## src/rtl/spi_xfer_arbiter.sv

```systemverilog
// spi_xfer_arbiter: round-robin arbiter sharing one spi_core among NREQ requesters (optional watchdog via SPI_ARB_TIMEOUT_EN)
module spi_xfer_arbiter #(
    parameter int NREQ           = 4,
    parameter int DW             = 32,
    parameter int GAP_CYCLES     = 4,
    parameter int TIMEOUT_CYCLES = 1024
) (
    input  logic               clk,
    input  logic               reset_n,
    input  logic [NREQ-1:0]    req,
    input  logic [NREQ*DW-1:0] req_data,
    output logic [NREQ-1:0]    grant,
    output logic [NREQ-1:0]    done,
    output logic [DW-1:0]      rsp_data,
    output logic               rsp_err,
    output logic               go_transfer,
    output logic [DW-1:0]      data_write_to_spi,
    input  logic [DW-1:0]      data_read_from_spi,
    input  logic               data_pack_ready,
    output logic               busy
);
    localparam logic [1:0] S_IDLE = 2'd0;
    localparam logic [1:0] S_WAIT = 2'd1;
    localparam logic [1:0] S_GAP  = 2'd2;
    localparam int IW = NREQ > 1 ? $clog2(NREQ) : 1;
    localparam int GW = GAP_CYCLES > 0 ? $clog2(GAP_CYCLES + 1) : 1;

    logic [1:0]    state;
    logic [IW-1:0] last;
    logic [IW-1:0] win;
    logic [IW-1:0] sel;
    logic [IW-1:0] cand;
    logic          found;
    logic [GW-1:0] gcnt;
    logic          dpr_q;
    logic          rise;
    logic          tmo;
    logic [DW-1:0] words [NREQ];

    for (genvar i = 0; i < NREQ; i++) begin : g_words
        assign words[i] = req_data[i*DW +: DW];
    end

    assign busy = state != S_IDLE;
    assign rise = data_pack_ready & ~dpr_q;

    // Pick the first pending requester searching upward from last+1; descending loop leaves the nearest one
    always_comb begin
        found = 1'b0;
        sel   = '0;
        cand  = '0;
        for (int k = NREQ; k >= 1; k--) begin
            cand = IW'((int'(last) + k) % NREQ);
            if (req[cand]) begin
                found = 1'b1;
                sel   = cand;
            end
        end
    end

    // Completion pulse tracker: follows the input in every state so a level held on WAIT entry is not an edge
    always_ff @(posedge clk or negedge reset_n) begin
        if (!reset_n) dpr_q <= 1'b0;
        else          dpr_q <= data_pack_ready;
    end

`ifdef SPI_ARB_TIMEOUT_EN
    localparam int TW = $clog2(TIMEOUT_CYCLES + 1);
    logic [TW-1:0] tcnt;

    assign tmo = (state == S_WAIT) && (tcnt == TW'(TIMEOUT_CYCLES - 1));

    // Watchdog counts clocks spent in WAIT and flags a timeout unless a real completion lands on the same edge
    always_ff @(posedge clk or negedge reset_n) begin
        if (!reset_n) begin
            tcnt    <= '0;
            rsp_err <= 1'b0;
        end else begin
            tcnt <= (state == S_WAIT) ? tcnt + 1'b1 : '0;
            if (state == S_WAIT && (rise || tmo)) rsp_err <= ~rise;
        end
    end
`else
    assign tmo     = 1'b0;
    assign rsp_err = 1'b0;
`endif

    // Main sequencer: grant in IDLE, wait for the core's completion edge, then hold off for the idle gap
    always_ff @(posedge clk or negedge reset_n) begin
        if (!reset_n) begin
            state             <= S_IDLE;
            grant             <= '0;
            done              <= '0;
            go_transfer       <= 1'b0;
            rsp_data          <= '0;
            data_write_to_spi <= '0;
            last              <= IW'(NREQ - 1);
            win               <= '0;
            gcnt              <= '0;
        end else begin
            done <= '0;
            case (state)
                S_IDLE: if (found) begin
                    grant             <= NREQ'(1) << sel;
                    win               <= sel;
                    data_write_to_spi <= words[sel];
                    go_transfer       <= 1'b1;
                    state             <= S_WAIT;
                end
                S_WAIT: if (rise || tmo) begin
                    done        <= grant;
                    rsp_data    <= rise ? data_read_from_spi : '0;
                    grant       <= '0;
                    go_transfer <= 1'b0;
                    last        <= win;
                    gcnt        <= GW'(GAP_CYCLES);
                    state       <= GAP_CYCLES == 0 ? S_IDLE : S_GAP;
                end
                S_GAP: if (gcnt <= GW'(1)) state <= S_IDLE;
                       else gcnt <= gcnt - 1'b1;
                default: state <= S_IDLE;
            endcase
        end
    end
endmodule

```

## config.mk

```make
export PLATFORM = sky130hd
export DESIGN_NAME = spi_xfer_arbiter
export DESIGN_NICKNAME = d
export VERILOG_FILES = /design/src/rtl/spi_xfer_arbiter.sv
export SDC_FILE = /design/constraint.sdc
export NUM_CORES = 1
export LEC_CHECK = 0
export ABC_AREA = 1
export BUFFER_PORTS_ARGS = -buffer_cell sky130_fd_sc_hd__buf_2
export CORE_MARGIN = 4
export CORE_UTILIZATION = 50
export DETAILED_ROUTE_END_ITERATION = 7
export PLACE_DENSITY = 0.86
export SLEW_MARGIN = 5
export SYNTH_ARGS = -nofsm -noshare
export SYNTH_HDL_FRONTEND = slang
export SYNTH_SLANG_ARGS = --single-unit
```

## constraint.sdc

```tcl
create_clock -name clk -period 4.7 [get_ports clk]
set_input_delay 0.94 -clock clk [delete_from_list [all_inputs] [get_ports clk]]
set_output_delay 0.94 -clock clk [all_outputs]
set_load 0.005 [all_outputs]
```

After elaboration in Yosys (flattened, before gate mapping). Index checks and enable logic that the tools add are counted.

Register bits after elaboration: 83. Input bits: 167. Word-level logic and storage cells: 74.

$add $sub $neg: 5. $lt $le $gt $ge: 6. Equality and inequality tests: 6. Shifts and indexed selects: 1. Muxes and demuxes: 34. Bitwise logic cells: 3. Reductions and logical operators: 9.

Operators by type and width (count): $bmux W32 S2 (1); $mux W32 (2); $mux W4 (4); $mux W2 (7); $lt A2 B3 Y1 const B (4); $mux W1 (10); $reduce_and A3 Y1 (3); $bmux W1 S2 (4); $ne A2 B2 Y1 const B (4); $pmux W4 S2 (1); $mux W3 (2); $pmux W2 S3 (1); $pmux W3 S2 (1); $reduce_bool A2 Y1 (3); $add A2 B1 Y2 const B (2); $add A2 B2 Y2 const B (2); $reduce_and A2 Y1 (2); $shl A1 B2 Y4 const A (1); $ge A3 B3 Y1 const B (1); $le A3 B1 Y1 const B (1); $not A2 Y3 (1); $sub A3 B1 Y3 const B (1); $eq A2 B1 Y1 const B (1); $eq A2 B2 Y1 const B (1); other kinds (4) (4).

Logic depth before layout (Yosys ltp). Gate-level depths: netlist of run 1.

Word-level depth: 11. Gate-level depth with buffers: 18.

Worst setup path after synthesis of run 1. Ideal clock, no wire load.

Path kind: input -> register. Start: input port req[3]. End: register data_write_to_spi[24]. Setup time: 116 ps. Arrival: 2046 ps. Data required time: 4584 ps. Path slack: 2539 ps. Cell stages on the path: 11. Buffers on the path: 2. Path through: inv_1 nand2_1 nand2_1 and2_1 nor2_2 nand3_2 buf_4 buf_2 a21oi_1 o21a_1 nand2_1.

Word-level cells in the longest chain between the ends: 10.

RTL lines: start, declared (RTL line 10) `input logic [NREQ-1:0] req,`; $bmux W1 S2 (RTL line 54) `if (req[cand]) begin`; $mux W1 (not written as such) (RTL line 54); $mux W2 (4 in a row) (RTL line 54); $not A2 Y3 (not written as such) (RTL line 106) `data_write_to_spi <= words[sel];`; $bmux W32 S2 (RTL line 106); $mux W32 (not written as such) (2 in a row) (RTL line 106); end signal, assigned (RTL line 106); end, declared (RTL line 17) `output logic [DW-1:0] data_write_to_spi,`.

Parallel ways exist; a longest one is shown, timed or not. The select of a mux whose other input is x is not followed. A chain may end at the register's enable or synchronous reset.

Worst setup path in the final report of run 1.
Start: input port req[3]. End: register data_write_to_spi[4].

Same word-level chain as after synthesis.

==> results of run 1 <==
==> area by class of cell <==
cell class / count / area, um^2 / share of cell area
Multi-Input combinational cell: 527 / 2170 / 0.349
Sequential cell: 83 / 2080 / 0.334
Timing Repair Buffer: 248 / 1260 / 0.203
Inverter: 91 / 344 / 0.0553
Tap cell: 129 / 161 / 0.0259
Clock buffer: 10 / 128 / 0.0205
Clock inverter: 6 / 71.3 / 0.0115
Antenna cell: 1 / 2.50 / 0.000402
==> synth_stat cells (all sizes together) (2+ instances only) <==
cell	number
nand2	391
nand3	102
inv	90
dfrtp	81
buf	31
nor2	13
clkbuf	12
o21ai	9
a21oi	2
dfstp	2
o22ai	2
==> cells by family after synthesis <==
logic type                 count (synthesis)  share of synthesized area
adders and majority gates                  1                    0.00258
DFF                                       83                      0.429
and+or+nand+nor                          510                      0.427
buffers and inverters                    134                      0.123
AOI/OAI and AO/OA                         15                     0.0170
other                                      1                   0.000774
==> worst min path at each step <==
stage / end / slack [ps]
after CTS: rsp_data[12] / 480
final: rsp_data[12] / 480
after global routing: data_write_to_spi[25] / 500
after floorplan: gcnt[0] / 460
after detailed placement: rsp_data[24] / 460
after global placement: data_write_to_spi[22] / 460
==> state kept, by name (all words and copies together) (netlist names), 2 cells and up <==
name               flops
gcnt                   3
data_write_to_spi     32
grant                  4
done                   4
win                    2
last                   2
rsp_data              32
state                  2
==> metrics by stage <==
stage / total power, uW / instances
final: 4490 / 1095
after global routing: 4960 / 1095
after CTS: 4520 / 1094
after detailed placement: 3990 / 1078
after global placement: 3920 / 1078
after floorplan: 3290 / 744
==> power by group <==
part | leakage [uW] | internal, uW | switching, uW
Combinational | 0.00289 | 972 | 1760
Clock | 0.0000935 | 251 | 268
Sequential | 0.00103 | 1050 | 183
Total | 0.00402 | 2270 | 2220
==> cell usage in the layout (no fill, tap or decap), types with 5 or more instances in the layout <==
master	netlist	routed
nor2_1	12	12
inv_1	88	88
buf_4	6	9
buf_2	18	239
clkbuf_8	0	9
o21ai_0	8	8
nand2_1	387	386
nand3_1	101	101
dfrtp_1	81	81
nand2_2	4	5
==> per-layer routing <==
layer,vias up,wire (um)
li1,2668,-
met1,2366,6060
met2,253,6830
met3,18,1500
met4,0,233
met5,-,0
==> critical path: cells and delay by family <==
kind                   cells  cell delay (ps)
buffers and inverters      4              970
AND/OR/NAND/NOR           12             1080
==> run_summary.xml, run 1 <==
<?xml version="1.0" encoding="UTF-8"?>
<metrics>
  <group name="floorplanning">
    <metric name="die-area" unit="um^2">11300</metric>
    <metric name="top_level_ports" unit="">242</metric>
    <metric name="starting_density_of_the_core" unit="">0.519</metric>
    <metric name="core_region_area" unit="um^2">9330</metric>
    <metric name="die_width" unit="um">106</metric>
    <metric name="die_height" unit="um">106</metric>
    <metric name="core.rowCount" unit="">35</metric>
  </group>
  <group name="synth">
    <metric name="synth_flop_cell" unit="">dfrtp_1</metric>
    <metric name="synth.area.top_cells" unit="">dfrtp_1 (42%), nand2_1 (30%), nand3_1 (10%)</metric>
    <metric name="yosysSeqAreaShare" unit="">0.429</metric>
    <metric name="synth_largest_type_area_fraction" unit="">0.418</metric>
    <metric name="syn_nets" unit="">912</metric>
    <metric name="number_of_unique_standard_cell_types_used_by_synthesis" unit="">29</metric>
    <metric name="post_synthesis_average_cell_area" unit="um^2">6.51</metric>
    <metric name="mappedNetlistArea" unit="um^2">4840</metric>
    <metric name="synth_warnings" unit="">0</metric>
    <metric name="synth.largest_area_cell" unit="">dfrtp_1</metric>
    <metric name="number_of_register_bits_inferred_by_synthesis" unit="">83</metric>
    <metric name="synth_async_sr_flop_share" unit="">1.00</metric>
    <metric name="synth_enable_flop_cells" unit="">0</metric>
    <metric name="post_synth_inst_count" unit="">744</metric>
  </group>
  <group name="routing">
    <metric name="route.detailed.wl_per_inst" unit="um">13.4</metric>
    <metric name="drt_iter0_markers" unit="">353</metric>
    <metric name="routed_wl" unit="um">14600</metric>
    <metric name="vias_per_cell" unit="">4.84</metric>
    <metric name="drtPass1Iterations" unit="">6</metric>
    <metric name="drc" unit="">0</metric>
    <metric name="final_antenna_net_count" unit="">0</metric>
    <metric name="via_total_after_detailed_routing" unit="">5305</metric>
  </group>
  <group name="global_routing">
    <metric name="use_met1" unit="">0.328</metric>
    <metric name="gr-usage-all-layers" unit="">0.247</metric>
    <metric name="use_met3" unit="">0.0589</metric>
    <metric name="number_of_global_route_vias_before_repair" unit="">4736</metric>
    <metric name="grt_max_degree" unit="">84</metric>
    <metric name="grt_util_met2" unit="">0.406</metric>
    <metric name="number_of_antenna_violations_at_the_first_check_in_global_routing" unit="">1</metric>
    <metric name="gr-total-overflow" unit="">0</metric>
    <metric name="grt_busiest_layer" unit="">met2</metric>
    <metric name="first_pass_grt_wire_length" unit="um">22600</metric>
  </group>
  <group name="finish">
    <metric name="nNetsFinal" unit="">1128</metric>
    <metric name="layout.core_utilization" unit="">0.667</metric>
    <metric name="layout-drive-gt1-share" unit="">0.285</metric>
    <metric name="post-route-cell-area" unit="um^2">6220</metric>
    <metric name="synthToLayoutAreaGrowth" unit="%">28.4</metric>
    <metric name="nFillCells" unit="">885</metric>
  </group>
  <group name="setup_path">
    <metric name="reg2reg_depth" unit="">15</metric>
    <metric name="arrival" unit="ps">3070</metric>
    <metric name="reg2reg_slack" unit="ps">1930</metric>
    <metric name="cell_type_of_the_slowest_stage_on_the_worst_timing_path" unit="">buf_4</metric>
    <metric name="critical_path.startpoint_type" unit="">primary input</metric>
    <metric name="critPathRequiredTime" unit="ps">4930</metric>
    <metric name="crit_path_frequent_cell" unit="">nand2_1</metric>
    <metric name="timing.rr.start" unit="">last[0]</metric>
    <metric name="cp-endpoint" unit="">data_write_to_spi[4]</metric>
    <metric name="delay_of_the_slowest_critical_path_stage" unit="ps">510</metric>
    <metric name="worstSetupStartpoint" unit="">req[3]</metric>
    <metric name="critical_path_peak_fanout" unit="">66</metric>
    <metric name="crit-reg2reg-capture" unit="">data_write_to_spi[4]</metric>
    <metric name="setup.worst_path.class" unit="">primary input to flop</metric>
    <metric name="worstSetupEndpointType" unit="">flop</metric>
    <metric name="timing.critical_path.cells" unit="">buf_2, inv_1, nand2_1, nand2_1, and2_1, nor2_2, nand3_2, buf_4, nand2_2, buf_4, nand2_1, nand2_1, nand2_1, nand2_1, nand2_1, nand2_1</metric>
  </group>
  <group name="clock_tree">
    <metric name="cts_sinks" unit="">83</metric>
    <metric name="cts.htree.levels" unit="">3</metric>
    <metric name="cts_root_buffer" unit="">clkbuf_8</metric>
    <metric name="postCtsHoldBufs" unit="">0</metric>
    <metric name="buffer_count_from_post_cts_setup_fixing" unit="">0</metric>
    <metric name="clock_path_buffers" unit="">2</metric>
    <metric name="tritoncts.num_buffers" unit="">9</metric>
    <metric name="clkSlewWorstSetupHoldPaths" unit="ps">90</metric>
    <metric name="clock_insertion_delay_at_the_later_pin_of_the_skew_report" unit="ps">340</metric>
    <metric name="cts_resized" unit="">0</metric>
    <metric name="tritoncts" unit="">done</metric>
  </group>
  <group name="place">
    <metric name="port-buffer-count" unit="">240</metric>
    <metric name="post-place-ws" unit="ps">1510</metric>
    <metric name="post_dp_cell_area" unit="um^2">6020</metric>
    <metric name="gp_congestion" unit="">0.893</metric>
    <metric name="detailedPlacementHpwl" unit="um">10600</metric>
  </group>
  <group name="sta">
    <metric name="hold_viol_final" unit="">0</metric>
    <metric name="slew_viol_final" unit="">0</metric>
    <metric name="finalSetupTns" unit="ps">0</metric>
    <metric name="worst_clock_skew" unit="ps">14.7</metric>
    <metric name="layout_worst_path_cycle_share" unit="">0.604</metric>
    <metric name="postLayoutSetupSlackWorst" unit="ps">1860</metric>
    <metric name="slew_headroom" unit="">0.253</metric>
    <metric name="unrepaired_setup_endpoints_after_global_routing" unit="">no</metric>
    <metric name="worst_pin_slew" unit="ps">1120</metric>
    <metric name="final.min_clock_period" unit="ps">2840</metric>
    <metric name="fmax" unit="MHz">352</metric>
    <metric name="setup_viol" unit="">0</metric>
    <metric name="fin_hold_ws" unit="ps">483</metric>
  </group>
  <group name="worst_hold_path">
    <metric name="hp-class" unit="">flop to flop</metric>
    <metric name="hold_depth" unit="">2</metric>
    <metric name="worst_hold_startpoint" unit="">rsp_data[12]</metric>
  </group>
  <group name="pwr">
    <metric name="power.density" unit="nW/um^2">721</metric>
    <metric name="cellLeakagePower" unit="uW">0.00402</metric>
    <metric name="ir_drop" unit="uV">429</metric>
  </group>
  <group name="status">
    <metric name="status" unit="">finished, final reports clean</metric>
  </group>
  <group name="job">
    <metric name="maxCapViolations" unit="">0</metric>
  </group>
</metrics>
Note: power is estimated with default switching activity, not from simulation.
==> run 2: changes to the inputs <==
--- a/config.mk
+++ b/config.mk
@@ -5,12 +5,12 @@
 export SDC_FILE = /design/constraint.sdc
 export NUM_CORES = 1
 export LEC_CHECK = 0
-export ABC_AREA = 1
+export ABC_AREA = 0
 export BUFFER_PORTS_ARGS = -buffer_cell sky130_fd_sc_hd__buf_2
 export CORE_MARGIN = 4
-export CORE_UTILIZATION = 50
+export CORE_UTILIZATION = 41
 export DETAILED_ROUTE_END_ITERATION = 7
-export PLACE_DENSITY = 0.86
+export PLACE_DENSITY = 0.77
 export SLEW_MARGIN = 5
 export SYNTH_ARGS = -nofsm -noshare
 export SYNTH_HDL_FRONTEND = slang
==> constraint.sdc (replaced) <==
create_clock -name clk -period 2.4 [get_ports clk]
set_input_delay 0.48 -clock clk [delete_from_list [all_inputs] [get_ports clk]]
set_output_delay 0.48 -clock clk [all_outputs]
set_load 0.005 [all_outputs]
==> run 2 against run 1 <==
Total power grew 38%. First-iteration DRC count is 9.3% lower. Clock skew decreased by 3.1 ps. Largest cell class unchanged. Non-clock buffer count increased by 6. Cell count down 25%. Clock-buffer cell count is 1 higher. Flip-flop and latch count is the same. Cell area decreased by 3.0%. Critical endpoint is now data_write_to_spi[3]. Synthesized cell count is 40% lower.
==> run_summary.xml, run 2 <==
<?xml version="1.0" encoding="UTF-8"?>
<metrics>
  <group name="status">
    <metric name="status" unit="">finished, final reports clean</metric>
  </group>
  <group name="routing">
    <metric name="wl_met1" unit="um">5720</metric>
    <metric name="drc" unit="">0</metric>
    <metric name="met3_wirelength" unit="um">910</metric>
    <metric name="drt_iter0_markers" unit="">320</metric>
    <metric name="route.met2.wl" unit="um">7030</metric>
    <metric name="drtPass1Iterations" unit="">4</metric>
    <metric name="vias_per_cell" unit="">5.27</metric>
    <metric name="final_antenna_net_count" unit="">0</metric>
    <metric name="route.detailed.wl_per_inst" unit="um">17.0</metric>
    <metric name="routed_wl" unit="um">13900</metric>
    <metric name="routed.top_layer" unit="">met4</metric>
    <metric name="via_total_after_detailed_routing" unit="">4322</metric>
  </group>
  <group name="floorplanning">
    <metric name="core.rowCount" unit="">38</metric>
    <metric name="die_width" unit="um">113</metric>
    <metric name="top_level_ports" unit="">242</metric>
    <metric name="die_height" unit="um">113</metric>
    <metric name="die-area" unit="um^2">12800</metric>
    <metric name="starting_density_of_the_core" unit="">0.417</metric>
    <metric name="core_region_area" unit="um^2">10800</metric>
  </group>
  <group name="clock_tree">
    <metric name="clock_insertion_delay_at_the_later_pin_of_the_skew_report" unit="ps">350</metric>
    <metric name="buffer_count_from_post_cts_setup_fixing" unit="">0</metric>
    <metric name="tritoncts.num_buffers" unit="">9</metric>
    <metric name="postCtsHoldBufs" unit="">0</metric>
    <metric name="cts_sinks" unit="">83</metric>
    <metric name="cts_resized" unit="">0</metric>
    <metric name="clock_path_buffers" unit="">2</metric>
    <metric name="cts.htree.levels" unit="">3</metric>
    <metric name="clkSlewWorstSetupHoldPaths" unit="ps">90</metric>
    <metric name="cts_root_buffer" unit="">clkbuf_8</metric>
    <metric name="tritoncts" unit="">done</metric>
  </group>
  <group name="place">
    <metric name="gp_congestion" unit="">0.901</metric>
    <metric name="port-buffer-count" unit="">240</metric>
    <metric name="placedCellCount" unit="">802</metric>
    <metric name="detailedPlacementHpwl" unit="um">10500</metric>
  </group>
  <group name="sta">
    <metric name="final.min_clock_period" unit="ps">2170</metric>
    <metric name="unrepaired_setup_endpoints_after_global_routing" unit="">no</metric>
    <metric name="hold_viol_final" unit="">0</metric>
    <metric name="setup_viol" unit="">0</metric>
    <metric name="worst_clock_skew" unit="ps">11.6</metric>
    <metric name="layout_worst_path_cycle_share" unit="">0.905</metric>
    <metric name="fmax" unit="MHz">460</metric>
    <metric name="slew_viol_final" unit="">0</metric>
    <metric name="finalSetupTns" unit="ps">0</metric>
  </group>
  <group name="finish">
    <metric name="instances_no_fill" unit="">820</metric>
    <metric name="most-common-layout-cells" unit="">buf_2 (239), nand2_1 (113), dfrtp_1 (81)</metric>
    <metric name="nNetsFinal" unit="">841</metric>
    <metric name="layout-drive-gt1-share" unit="">0.484</metric>
    <metric name="largest_registers" unit="">data_write_to_spi (32), rsp_data (32)</metric>
    <metric name="synthToLayoutAreaGrowth" unit="%">33.4</metric>
    <metric name="commonest_non_fill_non_tap_cell_in_the_layout" unit="">buf_2</metric>
  </group>
  <group name="setup_path">
    <metric name="setup.worst_path.class" unit="">flop to flop</metric>
    <metric name="arrival" unit="ps">2380</metric>
    <metric name="worstSetupEndpointType" unit="">flop</metric>
    <metric name="critical_path.startpoint_type" unit="">flop</metric>
    <metric name="reg2reg_depth" unit="">6</metric>
    <metric name="timing.rr.start" unit="">last[0]</metric>
    <metric name="crit-reg2reg-capture" unit="">data_write_to_spi[3]</metric>
    <metric name="critical_path_peak_fanout" unit="">12</metric>
    <metric name="critPathRequiredTime" unit="ps">2610</metric>
    <metric name="reg2reg_slack" unit="ps">230</metric>
  </group>
  <group name="pwr">
    <metric name="sw_frac_of_total" unit="">0.399</metric>
    <metric name="seqPwrFrac" unit="">0.382</metric>
    <metric name="p_comb_frac" unit="">0.468</metric>
    <metric name="pwr-share-clk" unit="">0.150</metric>
    <metric name="power.density" unit="nW/um^2">1020</metric>
    <metric name="cellInternalPower" unit="uW">3720</metric>
    <metric name="netSwitchingPower" unit="uW">2470</metric>
    <metric name="cellLeakagePower" unit="uW">0.00298</metric>
    <metric name="ir_drop" unit="uV">613</metric>
  </group>
  <group name="global_routing">
    <metric name="gr-usage-all-layers" unit="">0.217</metric>
    <metric name="number_of_global_route_vias_before_repair" unit="">4535</metric>
    <metric name="first_pass_grt_wire_length" unit="um">22400</metric>
    <metric name="number_of_antenna_violations_at_the_first_check_in_global_routing" unit="">2</metric>
    <metric name="grt_max_degree" unit="">50</metric>
    <metric name="gr-total-overflow" unit="">0</metric>
  </group>
  <group name="synth">
    <metric name="synth_largest_type_area_fraction" unit="">0.448</metric>
    <metric name="number_of_unique_standard_cell_types_used_by_synthesis" unit="">37</metric>
    <metric name="post_synthesis_average_cell_area" unit="um^2">10.1</metric>
    <metric name="synth.area.top_cells" unit="">dfrtp_1 (45%), a211oi_2 (14%), nand2_1 (9.4%)</metric>
    <metric name="number_of_register_bits_inferred_by_synthesis" unit="">83</metric>
    <metric name="synth_warnings" unit="">0</metric>
    <metric name="syn_nets" unit="">615</metric>
    <metric name="synth_async_sr_flop_share" unit="">1.00</metric>
    <metric name="yosysSeqAreaShare" unit="">0.459</metric>
    <metric name="mappedNetlistArea" unit="um^2">4530</metric>
    <metric name="synth_common_cells" unit="">nand2_1 (113), dfrtp_1 (81), a211oi_2 (52), nor2_1 (35), mux2i_1 (32)</metric>
    <metric name="synth.largest_area_cell" unit="">dfrtp_1</metric>
    <metric name="synth_most_common_cell" unit="">nand2_1</metric>
    <metric name="synth_enable_flop_cells" unit="">0</metric>
    <metric name="synth_flop_cell" unit="">dfrtp_1</metric>
    <metric name="post_synth_inst_count" unit="">447</metric>
  </group>
  <group name="job">
    <metric name="maxCapViolations" unit="">0</metric>
  </group>
  <group name="worst_hold_path">
    <metric name="hp-class" unit="">primary input to asynchronous set/reset pin</metric>
  </group>
</metrics>
run 2: cell count changes after synthesis, sizes merged, moves of 5 or more:
| cell | delta |
|---|---|
| and2 | +5 |
| o31a | +31 |
| buf | -15 |
| mux2i | +32 |
| nand2 | -278 |
| clkbuf | +11 |
| nor2b | +5 |
| inv | -85 |
| nand3 | -97 |
| a211oi | +63 |
| nor2 | +23 |
run 2: cells by family (layout without fill, tap and decap cells):
| logic type | count (synthesis) | after routing | share of synthesized area |
|---|---|---|---|
| mux | 32 | 32 | 0.0708 |
| flops | 83 | 83 | 0.459 |
| simple gates | 174 | 174 | 0.162 |
| other cells | 1 | 3 | 0.000829 |
| compound gates | 112 | 112 | 0.250 |
| buf+inv | 44 | 275 | 0.0547 |
| fa+ha+maj | 1 | 1 | 0.00276 |
run 2: per-layer routing:
metal,global-route usage,up-vias
met4,0.0705,0
li1,-,2031
met1,0.275,2109
met2,0.372,161
met5,0,-
met3,0.0471,21
run 2: worst max-delay path, cell delays in order, from the launching register on:
cell,delay [ps]
dfstp_2,560
nand2b_1,200
o22ai_1,150
or3b_2,550
buf_4,240
a211oi_1,260
a211oi_1,90
run 2: metrics by stage:
step	area [um^2]	hold WS (ps)	worst slack (ps)	power (uW)	utilization
2_1_floorplan	4530	184	564	4130	-
3_3_place_gp	5860	452	257	5190	0.540
3_5_place_dp	5860	457	183	5320	0.540
4_1_cts	6030	81.8	253	6260	0.557
5_1_grt	6040	91.2	147	6700	0.557
6_report	6040	76.0	227	6190	0.557
run 2: how the worst max path moves through the flow:
stage / startpoint / to / slack, ps / cells after the start
2_1_floorplan: req[1] / data_write_to_spi[14] / 560 / 7
3_3_place_gp: req[3] / data_write_to_spi[3] / 260 / 7
3_5_place_dp: req[3] / data_write_to_spi[9] / 180 / 7
4_1_cts: last[0] / data_write_to_spi[9] / 250 / 6
5_1_grt: last[0] / data_write_to_spi[4] / 150 / 6
6_report: last[0] / data_write_to_spi[3] / 230 / 6
run 2: power by group through the flow:
stage / Clock [uW] / Sequential [uW] / Combinational, uW
2_1_floorplan: 0 / 2380 / 1750
3_3_place_gp: 0 / 2360 / 2830
3_5_place_dp: 0 / 2380 / 2930
4_1_cts: 957 / 2370 / 2930
5_1_grt: 1030 / 2450 / 3210
6_report: 927 / 2360 / 2900
run 2: cell type report:
| class | count | area (um^2) |
|---|---|---|
| timing repair buffer | 254 | 1370 |
| fill | 959 | 4800 |
| inverter | 5 | 18.8 |
| tap | 140 | 175 |
| antenna | 2 | 5.00 |
| clock buffer | 11 | 141 |
| sequential | 83 | 2080 |
| multi-input combinational | 320 | 2210 |
| clock inverter | 5 | 36.3 |
